## config.mk

```make
export PLATFORM = sky130hd
export DESIGN_NAME = prod_seq_collector_flat
export DESIGN_NICKNAME = d
export VERILOG_FILES = /design/src/rtl/prod_seq_collector_if.sv /design/src/rtl/prod_seq_collector.sv /design/src/flat_wrapper.sv
export SDC_FILE = /design/constraint.sdc
export NUM_CORES = 1
export LEC_CHECK = 0
export BUFFER_PORTS_ARGS = -buffer_cell sky130_fd_sc_hd__buf_2
export CORE_MARGIN = 2
export CORE_UTILIZATION = 37
export DETAILED_ROUTE_END_ITERATION = 6
export PLACE_DENSITY = 0.54
export RECOVER_POWER = 25
export SYNTH_ARGS = -nofsm -noshare
export SYNTH_HDL_FRONTEND = slang
export SYNTH_SLANG_ARGS = --single-unit
```

## constraint.sdc

```tcl
create_clock -name clk -period 2.9 [get_ports clk]
set_input_delay 0.87 -clock clk [delete_from_list [all_inputs] [get_ports clk]]
set_output_delay 0.87 -clock clk [all_outputs]
set_load 0.02 [all_outputs]
```

## src/rtl/prod_seq_collector_if.sv

```systemverilog
// Bus between the multiply-select stage, prod_seq_collector and its record sink.
//   in_grant  : base-word marker from upstream (one-cycle pulse)
//   in_data   : 11-bit upstream product word
//   out_*     : FWFT record head (valid/ready) toward the sink
//   overflow  : sticky record-drop flag
//   desync    : sticky framing-error flag
// master drives the upstream words and out_ready; slave is the collector.
interface prod_seq_collector_if;
  logic        in_grant;
  logic [10:0] in_data;
  logic        out_valid;
  logic        out_ready;
  logic [7:0]  out_base;
  logic [12:0] out_sum;
  logic        out_err;
  logic        overflow;
  logic        desync;

  modport master (
    output in_grant, in_data, out_ready,
    input  out_valid, out_base, out_sum, out_err, overflow, desync
  );

  modport slave (
    input  in_grant, in_data, out_ready,
    output out_valid, out_base, out_sum, out_err, overflow, desync
  );
endinterface

```

## src/rtl/prod_seq_collector.sv

```systemverilog
// prod_seq_collector: aligns to the upstream d, 3d, 7d, 8d word groups, checks
// each product against the captured base, sums the four words and buffers one
// {base, sum, err} record per group in a first-word fall-through FIFO.
// Ports:
//   clk  : rising-edge clock
//   rst  : asynchronous active-low reset
//   bus  : prod_seq_collector_if.slave (upstream words, record sink, flags)
// Parameter:
//   DEPTH : FIFO record entries, power of two, >= 2
module prod_seq_collector #(
  parameter int unsigned DEPTH = 2
) (
  input  logic                 clk,
  input  logic                 rst,
  prod_seq_collector_if.slave  bus
);

  localparam int unsigned AW = $clog2(DEPTH);
  localparam int unsigned PW = AW + 1;

  typedef struct packed {
    logic [7:0]  base;
    logic [12:0] sum;
    logic        err;
  } rec_t;

  typedef enum logic {
    IDLE,
    COLLECT
  } state_t;

  state_t      state;
  logic [1:0]  idx;
  logic [7:0]  base;
  logic [12:0] sum;
  logic        err;
  logic        synced;
  logic        overflow_flag;
  logic        desync_flag;

  rec_t        mem [DEPTH];
  logic [PW-1:0] wr_ptr;
  logic [PW-1:0] rd_ptr;

  logic [10:0] exp_word_c;
  logic [12:0] sum_next_c;
  logic        err_next_c;
  rec_t        rec_c;
  logic        empty_c;
  logic        full_c;
  logic        push_c;
  logic        pop_c;
  logic        drop_c;
  logic        wr_en_c;
  logic [AW-1:0] wr_idx_c;
  logic [AW-1:0] rd_idx_c;

  // Expected product for the pending phase, kept to 11 bits like the upstream bus.
  always_comb begin
    exp_word_c = '0;
    case (idx)
      2'd1:    exp_word_c = 11'(base) * 11'd3;
      2'd2:    exp_word_c = 11'(base) * 11'd7;
      default: exp_word_c = {base, 3'b000};
    endcase
  end

  // Accumulation and FIFO control for the word presented this cycle.
  always_comb begin
    sum_next_c = sum + 13'(bus.in_data);
    err_next_c = err | (bus.in_data != exp_word_c);
    rec_c      = '{base: base, sum: sum_next_c, err: err_next_c};
    wr_idx_c   = wr_ptr[AW-1:0];
    rd_idx_c   = rd_ptr[AW-1:0];
    empty_c    = (wr_ptr == rd_ptr);
    full_c     = (wr_ptr[AW] != rd_ptr[AW]) && (wr_idx_c == rd_idx_c);
    push_c     = (state == COLLECT) && !bus.in_grant && (idx == 2'd3);
    pop_c      = !empty_c && bus.out_ready;
    // A pop in the same cycle frees the slot the push needs.
    drop_c     = push_c && full_c && !pop_c;
    wr_en_c    = push_c && !drop_c;
  end

  // Group framing, accumulation, FIFO pointers and sticky flags.
  always_ff @(posedge clk or negedge rst) begin
    if (!rst) begin
      state         <= IDLE;
      idx           <= 2'd0;
      base          <= '0;
      sum           <= '0;
      err           <= 1'b0;
      synced        <= 1'b0;
      overflow_flag <= 1'b0;
      desync_flag   <= 1'b0;
      wr_ptr        <= '0;
      rd_ptr        <= '0;
      for (int unsigned i = 0; i < DEPTH; i++) begin
        mem[i] <= '0;
      end
    end else begin
      if (bus.in_grant) begin
        // A grant always starts a new group; mid-group it abandons the partial one.
        base   <= bus.in_data[7:0];
        sum    <= 13'(bus.in_data);
        err    <= |bus.in_data[10:8];
        idx    <= 2'd1;
        state  <= COLLECT;
        synced <= 1'b1;
        if (state == COLLECT) begin
          desync_flag <= 1'b1;
        end
      end else begin
        case (state)
          IDLE: begin
            // Stray words before the first grant are just alignment slack.
            if (synced) begin
              desync_flag <= 1'b1;
            end
          end
          COLLECT: begin
            sum <= sum_next_c;
            err <= err_next_c;
            if (idx == 2'd3) begin
              state <= IDLE;
            end else begin
              idx <= idx + 2'd1;
            end
          end
          default: state <= IDLE;
        endcase
      end

      if (wr_en_c) begin
        mem[wr_idx_c] <= rec_c;
        wr_ptr        <= wr_ptr + PW'(1);
      end
      if (drop_c) begin
        overflow_flag <= 1'b1;
      end
      if (pop_c) begin
        rd_ptr <= rd_ptr + PW'(1);
      end
    end
  end

  assign bus.out_valid = !empty_c;
  assign bus.out_base  = mem[rd_idx_c].base;
  assign bus.out_sum   = mem[rd_idx_c].sum;
  assign bus.out_err   = mem[rd_idx_c].err;
  assign bus.overflow  = overflow_flag;
  assign bus.desync    = desync_flag;

endmodule

```

## src/flat_wrapper.sv

```systemverilog
// flat-port wrapper written by rule: the top's interface ports become plain ports
module prod_seq_collector_flat 
#(
  parameter int unsigned DEPTH = 2
)
  (clk, rst, bus_in_grant, bus_in_data, bus_out_ready, bus_out_valid, bus_out_base, bus_out_sum, bus_out_err, bus_overflow, bus_desync);
  prod_seq_collector_if bus_i ();
  input  logic clk;
  input  logic rst;
  input wire logic [$bits(bus_i.in_grant)-1:0] bus_in_grant;
  input wire logic [$bits(bus_i.in_data)-1:0] bus_in_data;
  input wire logic [$bits(bus_i.out_ready)-1:0] bus_out_ready;
  output wire logic [$bits(bus_i.out_valid)-1:0] bus_out_valid;
  output wire logic [$bits(bus_i.out_base)-1:0] bus_out_base;
  output wire logic [$bits(bus_i.out_sum)-1:0] bus_out_sum;
  output wire logic [$bits(bus_i.out_err)-1:0] bus_out_err;
  output wire logic [$bits(bus_i.overflow)-1:0] bus_overflow;
  output wire logic [$bits(bus_i.desync)-1:0] bus_desync;
  assign bus_i.in_grant = bus_in_grant;
  assign bus_i.in_data = bus_in_data;
  assign bus_i.out_ready = bus_out_ready;
  assign bus_out_valid = bus_i.out_valid;
  assign bus_out_base = bus_i.out_base;
  assign bus_out_sum = bus_i.out_sum;
  assign bus_out_err = bus_i.out_err;
  assign bus_overflow = bus_i.overflow;
  assign bus_desync = bus_i.desync;
  prod_seq_collector #(.DEPTH(DEPTH)) u_core (.clk(clk), .rst(rst), .bus(bus_i));
endmodule
```

==> results.json, run 1 <==
{
  "async_reset_ff_share_pct": 100,
  "first_pass_iters": 4,
  "startpoint_type": "flop",
  "clock_sinks": 76,
  "antenna_found_initial": 0,
  "path_common_cell": "and4b_1",
  "crit_required_ps": 3130,
  "crit_slowest_cell": "fa_1",
  "fin_nets": 696,
  "r2r_cells": 12,
  "synth_seq_area_share_pct": 37.4,
  "htreeDepth": 3,
  "wl_per_cell_um": 16.6,
  "hold_buffers": 0,
  "die-area_um2": 14700,
  "cts.clk_slew.worst_paths_ps": 70,
  "synth_seq_cells": 76,
  "core-area_um2": 13300,
  "cts_buffer_depth": 2,
  "max_freq_mhz": 312,
  "synth_cell_types": 65,
  "p_total_mw": 6.79,
  "crit_chain": "fa_1 > ha_2 > inv_2 > fa_2 > inv_1 > a221oi_2 > a21oi_1 > xor2_1 > or3_1 > and4b_1 > and4b_1 > o21ai_1",
  "crit_fanout": 4,
  "pin_count": 40,
  "worst_setup_path_end_kind": "flop",
  "start_util_pct": 38.0,
  "dp_hpwl_um": 10200,
  "syn-num-nets": 590,
  "finalInstanceArea_um2": 6420,
  "syn_area_per_cell_um2": 9.51,
  "skew_ps": 12.6,
  "max_cap_viol_count": 0,
  "drcViolationCount": 0,
  "yosysMostFrequentCell": "dfrtp_1",
  "clock-root-buffer": "clkbuf_16",
  "post_cts_buffers": 0,
  "whs_path_depth": 1,
  "synth_common_cells": "76 x dfrtp_1, 65 x nand2_1, 60 x o21ai_0",
  "ant_nets": 0,
  "slew_viol_final": 0,
  "grt_pass1_wl_um": 22200,
  "gp_congestion": 0.862,
  "numCtsBuffers": 9,
  "grtUsageTotal_pct": 19.7,
  "critical_path_class": "flop to flop",
  "setup_ws_ps": -308,
  "grt_max_degree": 40,
  "rsz0062_at_grt": "yes",
  "finalHoldViolations": 0,
  "die_height_um": 121,
  "antenna_cells": 0,
  "nFillCells": 1310,
  "via_per_inst": 5.26,
  "multi_input_area_um2": 3050,
  "synth-edff-count": 0,
  "syn_to_final_growth_pct": 26.4,
  "drtIter0Drc": 349,
  "period_minus_slack_ps": 3210,
  "drive_gt1_share_pct": 32.2,
  "die_w_um": 121,
  "num_vias": 4318,
  "syn_area_um2": 5080,
  "violations": "negative setup slack",
  "worstSkewPairLatency_ps": 350,
  "worst_ep_arrival_time_ps": 3440,
  "grt_pass1_vias": 4270,
  "yosysWarnings": 0,
  "fin_hold_ws_ps": 459,
  "cts_tree": "yes",
  "instances_no_fill": 821,
  "grt_overflow": 0,
  "placed_area_um2": 6040,
  "ys.flop_type": "dfrtp_1",
  "status": "finished, violations left",
  "min_path_type": "flop to flop",
  "min_period_over_period_pct": 111,
  "worst_pin_slew_ps": 1010,
  "slew-limit-headroom_pct": 32.9,
  "rows": 42,
  "yosysTopAreaCell": "dfrtp_1",
  "synthCells": 534,
  "netlist.area_leader.share_pct": 37.4,
  "setup-tns-final_ps": -798,
  "synth_area_leaders": "dfrtp_1 37%, mux2_2 9.1%, ha_1 7.6%, o21ai_0 5.9%, nand2_1 4.8%",
  "max-vdd-ir-drop_mv": 0.380,
  "cpPeakStageDelay_ps": 530,
  "regArea_um2": 1910,
  "p_per_area_nw_per_um2": 1060,
  "dpl.cell_count": 805,
  "io_buffer_count": 39,
  "finalSetupViolations": 3,
  "power.leakage_nw": 2.95,
  "totalWireLength_um": 13600
}
-- per-layer routing --
metal / up-vias / global-route usage (%) / wire length, um
met5: - / 0 / 0
met4: 0 / 6.90 / 303
met3: 25 / 4.65 / 547
met2: 84 / 29.6 / 6020
met1: 2080 / 27.8 / 6740
li1: 2129 / - / -
-- where the power goes --
part | internal (mW) | switching (mW) | leakage, nW | total (mW)
registers | 1.49 | 0.281 | 0.923 | 1.77
logic | 1.70 | 2.04 | 1.86 | 3.74
clock network | 0.804 | 0.470 | 0.166 | 1.27
-- cell families (layout without fill, tap and decap cells) --
logic type	Yosys count	count (layout)	share of synthesized area, %
AND/OR/NAND/NOR	154	154	14.9
XOR/XNOR	25	25	4.31
flip-flops	76	76	37.4
buffers and inverters	50	161	3.82
adder cells (fa/ha/maj)	41	41	11.6
AO/OA/AOI/OAI	144	144	18.2
multiplexers	44	44	9.78
-- worst paths after layout --
| check | startpoint | endpoint | slack [ps] |
|---|---|---|---|
| max | u_core.base[1]$_DFFE_PN0P_ | u_core.mem[22]$_DFFE_PN0P_ | -310 |
| min | u_core.bus.desync$_DFFE_PN0P_ | u_core.bus.desync$_DFFE_PN0P_ | 460 |
| max reg2reg | u_core.base[1]$_DFFE_PN0P_ | u_core.mem[22]$_DFFE_PN0P_ | -310 |
| min reg2reg | u_core.bus.desync$_DFFE_PN0P_ | u_core.bus.desync$_DFFE_PN0P_ | 460 |
| max in group asynchronous | rst | u_core.base[5]$_DFFE_PN0P_ | 650 |
| min in group asynchronous | rst | u_core.base[7]$_DFFE_PN0P_ | 680 |
-- stage by stage --
stage / setup slack (ps) / util [%]
after floorplan: -177 / -
after global placement: -259 / 45.3
after detailed placement: -301 / 45.3
after CTS: -285 / 47.9
after global routing: -463 / 48.1
final: -308 / 48.1
-- worst max-delay path: cells and delay by family, from the launching register on --
kind                     cells  cell delay [ps]
AO/OA/AOI/OAI                3              410
AND/OR/NAND/NOR              3              800
flip-flops                   1              440
buffers and inverters        2               80
XOR/XNOR                     1              150
adder cells (fa/ha/maj)      3             1230
-- final cells by class --
cell class | instances | share of cell area [%]
Sequential cell | 76 | 29.7
Clock buffer | 11 | 3.94
Tap cell | 176 | 3.43
Clock inverter | 5 | 1.29
Inverter | 28 | 1.64
Multi-Input combinational cell | 408 | 47.5
Timing Repair Buffer | 117 | 12.5
-- cells in the final DEF, fill, tap and decap left out, types with 11 or more instances in the layout --
cell and n:
a21oi_1 20, o21ai_0 59, inv_1 27, buf_2 38, nor3_1 11, ha_1 30, nor2_1 24, dfrtp_1 71
buf_4 74, mux2_2 41, nand2_1 65, xnor2_1 16
-- registers in the layout, summed over array words and instances, names as in the netlist --
name,count
u_core.err,1
u_core.mem,44
u_core.idx,2
u_core.rd_ptr,2
u_core.sum,13
u_core.bus.overflow,1
u_core.synced,1
u_core.bus.desync,1
u_core.state,1
u_core.wr_ptr,2
u_core.base,8
-- what timing repair did --
item / in CTS / in global routing
pin swaps: 5 / 5
resized for setup: 6 / 10
setup endpoints to repair: 3 / 10
No activity file was read; power rests on OpenSTA's default activity.
==> run 2: changes to the inputs <==
--- a/config.mk
+++ b/config.mk
@@ -5,6 +5,7 @@
 export SDC_FILE = /design/constraint.sdc
 export NUM_CORES = 1
 export LEC_CHECK = 0
+export ABC_AREA = 1
 export BUFFER_PORTS_ARGS = -buffer_cell sky130_fd_sc_hd__buf_2
 export CORE_MARGIN = 2
 export CORE_UTILIZATION = 37
==> results.json, run 2 <==
{
  "status": "finished, violations left",
  "violations": "max-capacitance violations, max-slew violations",
  "worst_pin_slew_ps": 1950,
  "netlist.area_leader.share_pct": 37.8,
  "min_period_over_period_pct": 95.6,
  "max-vdd-ir-drop_mv": 0.525,
  "max_freq_mhz": 361,
  "rows": 42,
  "synthCells": 681,
  "drtIter0Drc": 336,
  "final_common_cell": "nand2_1",
  "synth_seq_cells": 76,
  "die-area_um2": 14600,
  "ant_nets": 0,
  "largest_register": "u_core.mem",
  "synth_cell_types": 34,
  "reg_top3": "u_core.mem: 44 flops, u_core.sum: 13 flops, u_core.base: 8 flops",
  "placed_area_um2": 5460,
  "finalSetupViolations": 0,
  "num_vias": 4597,
  "die_w_um": 121,
  "start_util_pct": 38.0,
  "cts.clk_slew.worst_paths_ps": 60,
  "max_cap_viol_count": 1,
  "die_height_um": 121,
  "slew_viol_final": 36,
  "yosysWarnings": 0,
  "power.leakage_nw": 3.03,
  "nFillCells": 1403,
  "dp_hpwl_um": 9940,
  "core-area_um2": 13200,
  "fin_util_pct": 43.8,
  "cts_buffer_depth": 2,
  "grtUsageTotal_pct": 18.6,
  "htreeDepth": 3,
  "antenna_found_initial": 0,
  "synth-edff-count": 0,
  "dpl.cell_count": 891,
  "skew_ps": 6.87,
  "synth_common_cells": "247 x nand2_1, 76 x dfrtp_1, 76 x inv_1",
  "numCtsBuffers": 9,
  "grt_max_degree": 38,
  "syn-num-nets": 737,
  "fin_hold_ws_ps": 438,
  "clock_sinks": 76,
  "crit_fanout": 5,
  "syn_area_um2": 5030,
  "fin_nets": 784,
  "syn_to_final_growth_pct": 15.3,
  "hold_buffers": 0,
  "critical_path_class": "flop to flop",
  "period_minus_slack_ps": 2770,
  "async_reset_ff_share_pct": 100,
  "via_per_inst": 5.06,
  "grt_pass1_vias": 4169,
  "rsz0062_at_grt": "yes",
  "pin_count": 40,
  "totalWireLength_um": 12900,
  "finalHoldViolations": 0,
  "worstSkewPairLatency_ps": 340,
  "wl_per_cell_um": 14.2,
  "p_per_area_nw_per_um2": 1000,
  "slew-limit-headroom_pct": -30.0,
  "synth_area_leaders": "dfrtp_1 38%, nand2_1 18%, ha_1 7.7%, inv_1 5.7%, nand3_1 5.3%",
  "antenna_cells": 0,
  "io_buffer_count": 39,
  "yosysTopAreaCell": "dfrtp_1",
  "gp_congestion": 0.825,
  "first_pass_iters": 5,
  "layout_common_cells": "247 x nand2_1, 74 x inv_1, 71 x dfrtp_1",
  "yosysMostFrequentCell": "nand2_1",
  "worst_setup_path_end_kind": "flop",
  "crit_required_ps": 3120,
  "syn_area_per_cell_um2": 7.39,
  "min_path_type": "flop to flop",
  "ys.flop_type": "dfrtp_1",
  "clock-root-buffer": "clkbuf_16",
  "grt_overflow": 0,
  "drive_gt1_share_pct": 12.6,
  "finalInstanceArea_um2": 5800,
  "setup-tns-final_ps": 0,
  "grt_pass1_wl_um": 21100,
  "worst_ep_arrival_time_ps": 2990,
  "synth_seq_area_share_pct": 37.8,
  "startpoint_type": "flop",
  "drcViolationCount": 0,
  "largest_reg_flops": 44,
  "cts_tree": "yes",
  "instances_no_fill": 909
}
==> run 2: cell types whose count changed in the layout (fill, tap and decap cells not counted), moves of 16 or more <==
cell     delta
mux2_2     -41
inv_1      +47
o21ai_0    -16
nand3_1    +46
nand2_1   +182
buf_4      -58
==> run 2: worst max-delay path, stage by stage, from the launching register on <==
cell and delay [ps]:
dfrtp_2 450, fa_1 520, ha_2 180, inv_2 40, fa_2 510, o21ai_1 60
inv_1 70, nand2_1 50, nand2_1 50, nand2_1 50, nor2_1 100, nand3_1 70
nor2_1 100, nand2_1 60, nor2_1 110, nand3_2 110, nand2_1 70, nand2_1 50
==> run 2: through the flow <==
step | worst slack [ps] | total power, mW
floorplan | 266 | 3.86
global placement | 105 | 4.62
detailed placement | 57.3 | 4.66
CTS | 42.5 | 5.83
global route | -50.8 | 6.34
finish | 127 | 5.82
==> run 2: repair_timing <==
item                                   4_1_cts  5_1_grt
setup buffers                                0        2
endpoints found under the hold margin        0        0
setup endpoints to repair                    0        3
resized for setup                            0       14
==> run 2: path summary, 6_finish.rpt <==
| check | start | end | slack [ps] | depth (start not counted) |
|---|---|---|---|---|
| worst max-delay path | u_core.base[1]$_DFFE_PN0P_ | u_core.err$_DFFE_PN0P_ | 130 | 17 |
| worst min-delay path | u_core.synced$_DFFE_PN0P_ | u_core.synced$_DFFE_PN0P_ | 440 | 2 |
| worst max register to register | u_core.base[1]$_DFFE_PN0P_ | u_core.err$_DFFE_PN0P_ | 130 | 17 |
| worst min register to register | u_core.synced$_DFFE_PN0P_ | u_core.synced$_DFFE_PN0P_ | 440 | 2 |
| max in group asynchronous | rst | u_core.mem[5]$_DFFE_PN0P_ | 630 | 2 |
| min in group asynchronous | rst | u_core.mem[21]$_DFFE_PN0P_ | 1070 | 1 |
==> run 2: final cells by class <==
class / instances / area [um^2] / area share (%)
multi-input combinational: 505 / 2740 / 47.2
sequential: 76 / 1910 / 32.9
timing repair buffer: 58 / 343 / 5.91
inverter: 78 / 293 / 5.04
clock buffer: 11 / 243 / 4.18
tap: 176 / 220 / 3.79
clock inverter: 5 / 58.8 / 1.01
==> run 2: logic make-up (layout without fill, tap and decap cells) <==
| logic type | after synthesis | count (layout) | share of synthesized area, % |
|---|---|---|---|
| simple gates | 346 | 346 | 28.1 |
| compound gates | 106 | 106 | 12.0 |
| buf+inv | 100 | 152 | 8.35 |
| flops | 76 | 76 | 37.8 |
| fa+ha+maj | 41 | 41 | 11.7 |
| xor+xnor | 12 | 12 | 2.09 |
==> run 2: power by group <==
group / switching (mW) / internal, mW
sequential: 0.243 / 1.46
clock: 0.451 / 0.692
combinational: 1.94 / 1.04
total: 2.63 / 3.19
==> run 2: per-layer routing <==
layer  track usage, %  vias to the layer above  share of wire [%]  wire [um]
met1             26.7                     2160                 49       6350
li1                 -                     2298                  -          -
met3             5.09                       13                6.2        804
met5                0                        -                  0          0
met2             27.7                      126                 43       5600
met4             4.80                        0                1.5        189
==> run 3: changes to the inputs <==
--- a/config.mk
+++ b/config.mk
@@ -10,6 +10,8 @@
 export CORE_MARGIN = 2
 export CORE_UTILIZATION = 37
 export DETAILED_ROUTE_END_ITERATION = 6
+export HOLD_SLACK_MARGIN = 0.02
+export MAX_ROUTING_LAYER = met4
 export PLACE_DENSITY = 0.54
 export RECOVER_POWER = 25
 export SYNTH_ARGS = -nofsm -noshare
==> results.json, run 3 (synthesis results as in run 2) <==
{
  "status": "finished, violations left",
  "violations": "max-capacitance violations, max-slew violations",
  "slew_viol_final": 33,
  "num_vias": 4536,
  "finalSetupViolations": 0,
  "cpPeakStageDelay_ps": 550,
  "power.leakage_nw": 3.04,
  "largest_reg_flops": 44,
  "ant_nets": 0,
  "path_common_cell": "nand2_1",
  "max_cap_viol_count": 1,
  "drive_gt1_share_pct": 12.2,
  "drcViolationCount": 0,
  "setup_ws_ps": 106,
  "rrSetupSlack_ps": 110,
  "place_ws_ps": 51.9,
  "final_common_cell": "nand2_1",
  "grt_max_degree": 45,
  "holdCritStartpoint": "u_core.synced$_DFFE_PN0P_",
  "period_minus_slack_ps": 2790,
  "die_height_um": 121,
  "via_per_inst": 5.01,
  "wl_per_cell_um": 14.6,
  "max-vdd-ir-drop_mv": 0.546,
  "gp_congestion": 0.888,
  "worst_pin_slew_ps": 1930,
  "cts_tree": "yes",
  "layout_common_cells": "245 x nand2_1, 74 x inv_1, 74 x dfrtp_1",
  "regArea_um2": 1900,
  "syn_to_final_growth_pct": 15.8,
  "whs_endpoint": "u_core.synced$_DFFE_PN0P_",
  "dp_hpwl_um": 9980,
  "crit_chain": "fa_1 > ha_2 > inv_2 > fa_1 > inv_2 > nor2_1 > o21ai_1 > inv_1 > nand2_1 > nand2_1 > nand2_1 > nand3_1 > nor2_1 > nand2_1 > nor2_1 > nand3_2 > nand2_1 > nand2_1",
  "p_total_mw": 5.91,
  "first_pass_iters": 6,
  "skew_ps": 6.32,
  "totalWireLength_um": 13200,
  "start_util_pct": 38.0,
  "grt_pass1_vias": 4276,
  "max_freq_mhz": 358,
  "pin_count": 40,
  "core-area_um2": 13200,
  "die_w_um": 121,
  "r2r_cells": 18,
  "crit_required_ps": 3110,
  "fin_hold_ws_ps": 440,
  "startpoint_type": "flop",
  "grtUsageTotal_pct": 19.4,
  "reg_top3": "u_core.mem: 44 flops, u_core.sum: 13 flops, u_core.base: 8 flops",
  "crit_fanout": 4,
  "r2r-end": "u_core.err$_DFFE_PN0P_",
  "cts_buffer_depth": 2,
  "finalHoldViolations": 0,
  "drtIter0Drc": 286,
  "grt_overflow": 0,
  "htreeDepth": 3,
  "multi_input_area_um2": 2750,
  "rsz0062_at_grt": "yes",
  "crit_slowest_cell": "fa_1",
  "min_period_over_period_pct": 96.3,
  "nFillCells": 1406,
  "slew-limit-headroom_pct": -28.7,
  "critical_path_class": "flop to flop",
  "worst_setup_path_end_kind": "flop",
  "r2r-start": "u_core.base[1]$_DFFE_PN0P_",
  "clock_sinks": 76,
  "cts.clk_slew.worst_paths_ps": 60,
  "rows": 42,
  "antenna_cells": 0,
  "largest_register": "u_core.mem",
  "die-area_um2": 14600,
  "setup-tns-final_ps": 0,
  "p_per_area_nw_per_um2": 1010,
  "io_buffer_count": 39,
  "min_path_type": "flop to flop",
  "grt_pass1_wl_um": 21400,
  "worstSkewPairLatency_ps": 330,
  "hold_buffers": 0,
  "numCtsBuffers": 9,
  "crit_path_start": "u_core.base[1]$_DFFE_PN0P_",
  "worst_ep_arrival_time_ps": 3010,
  "antenna_found_initial": 0,
  "clock-root-buffer": "clkbuf_16",
  "whs_path_depth": 2,
  "fin_nets": 781
}
## run 3: cell types whose count changed in the layout (fill, tap and decap cells not counted), sizes merged
cell / change
clkbuf: -4
buf: -1
bufinv: +1
## run 3: worst max-delay path: cells and delay by family (launching register included)
family          cells  cell delay, ps
simple gates       11             820
fa+ha+maj           3            1100
flops               1             440
buf+inv             3             190
compound gates      1             120
## run 3: metal layers
layer / GRT usage (%) / up-vias / part of all wire (%) / wire length, um
met1: 27.7 / 2138 / 51 / 6720
met3: 3.58 / 10 / 4.3 / 561
met4: 4.94 / 0 / 1.2 / 153
met2: 28.6 / 96 / 44 / 5730
met5: - / - / 0 / 0
li1: - / 2292 / - / -
## run 3: final cells by class
class / count / share of cell area (%)
repair buffers: 55 / 6.03
multi-input cells: 505 / 47.1
well taps: 176 / 3.78
flip-flops and latches: 76 / 32.7
clock buffers: 9 / 3.86
inverters: 78 / 5.02
clock inverters: 6 / 1.52
## run 3: how the worst max path moves through the flow
stage                                            end  slack (ps)  depth (start not counted)
after floorplan               u_core.err$_DFFE_PN0P_         270                         16
after global placement        u_core.err$_DFFE_PN0P_         110                         17
after detailed placement      u_core.err$_DFFE_PN0P_          50                         18
after CTS                     u_core.err$_DFFE_PN0P_          40                         18
after global routing      u_core.mem[22]$_DFFE_PN0P_         -90                         17
final                         u_core.err$_DFFE_PN0P_         110                         18
## run 3: what timing repair did
item                       CTS  global route
gates resized for setup      0            13
setup endpoints to repair    0             3
buffers inserted             0             2
## run 3: power breakdown
group / switching [mW] / leakage [nW] / internal [mW] / total, mW
logic: 1.96 / 1.96 / 1.05 / 3.01
clock network: 0.451 / 0.148 / 0.750 / 1.20
registers: 0.249 / 0.934 / 1.46 / 1.71
total: 2.66 / 3.04 / 3.26 / 5.91
## run 3: per-stage QoR
step	area (um^2)	utilization [%]	std cells
2_1_floorplan	5030	-	681
3_3_place_gp	5470	41.3	888
3_5_place_dp	5470	41.3	888
4_1_cts	5780	43.7	903
5_1_grt	5830	44.0	905
6_report	5830	44.0	905
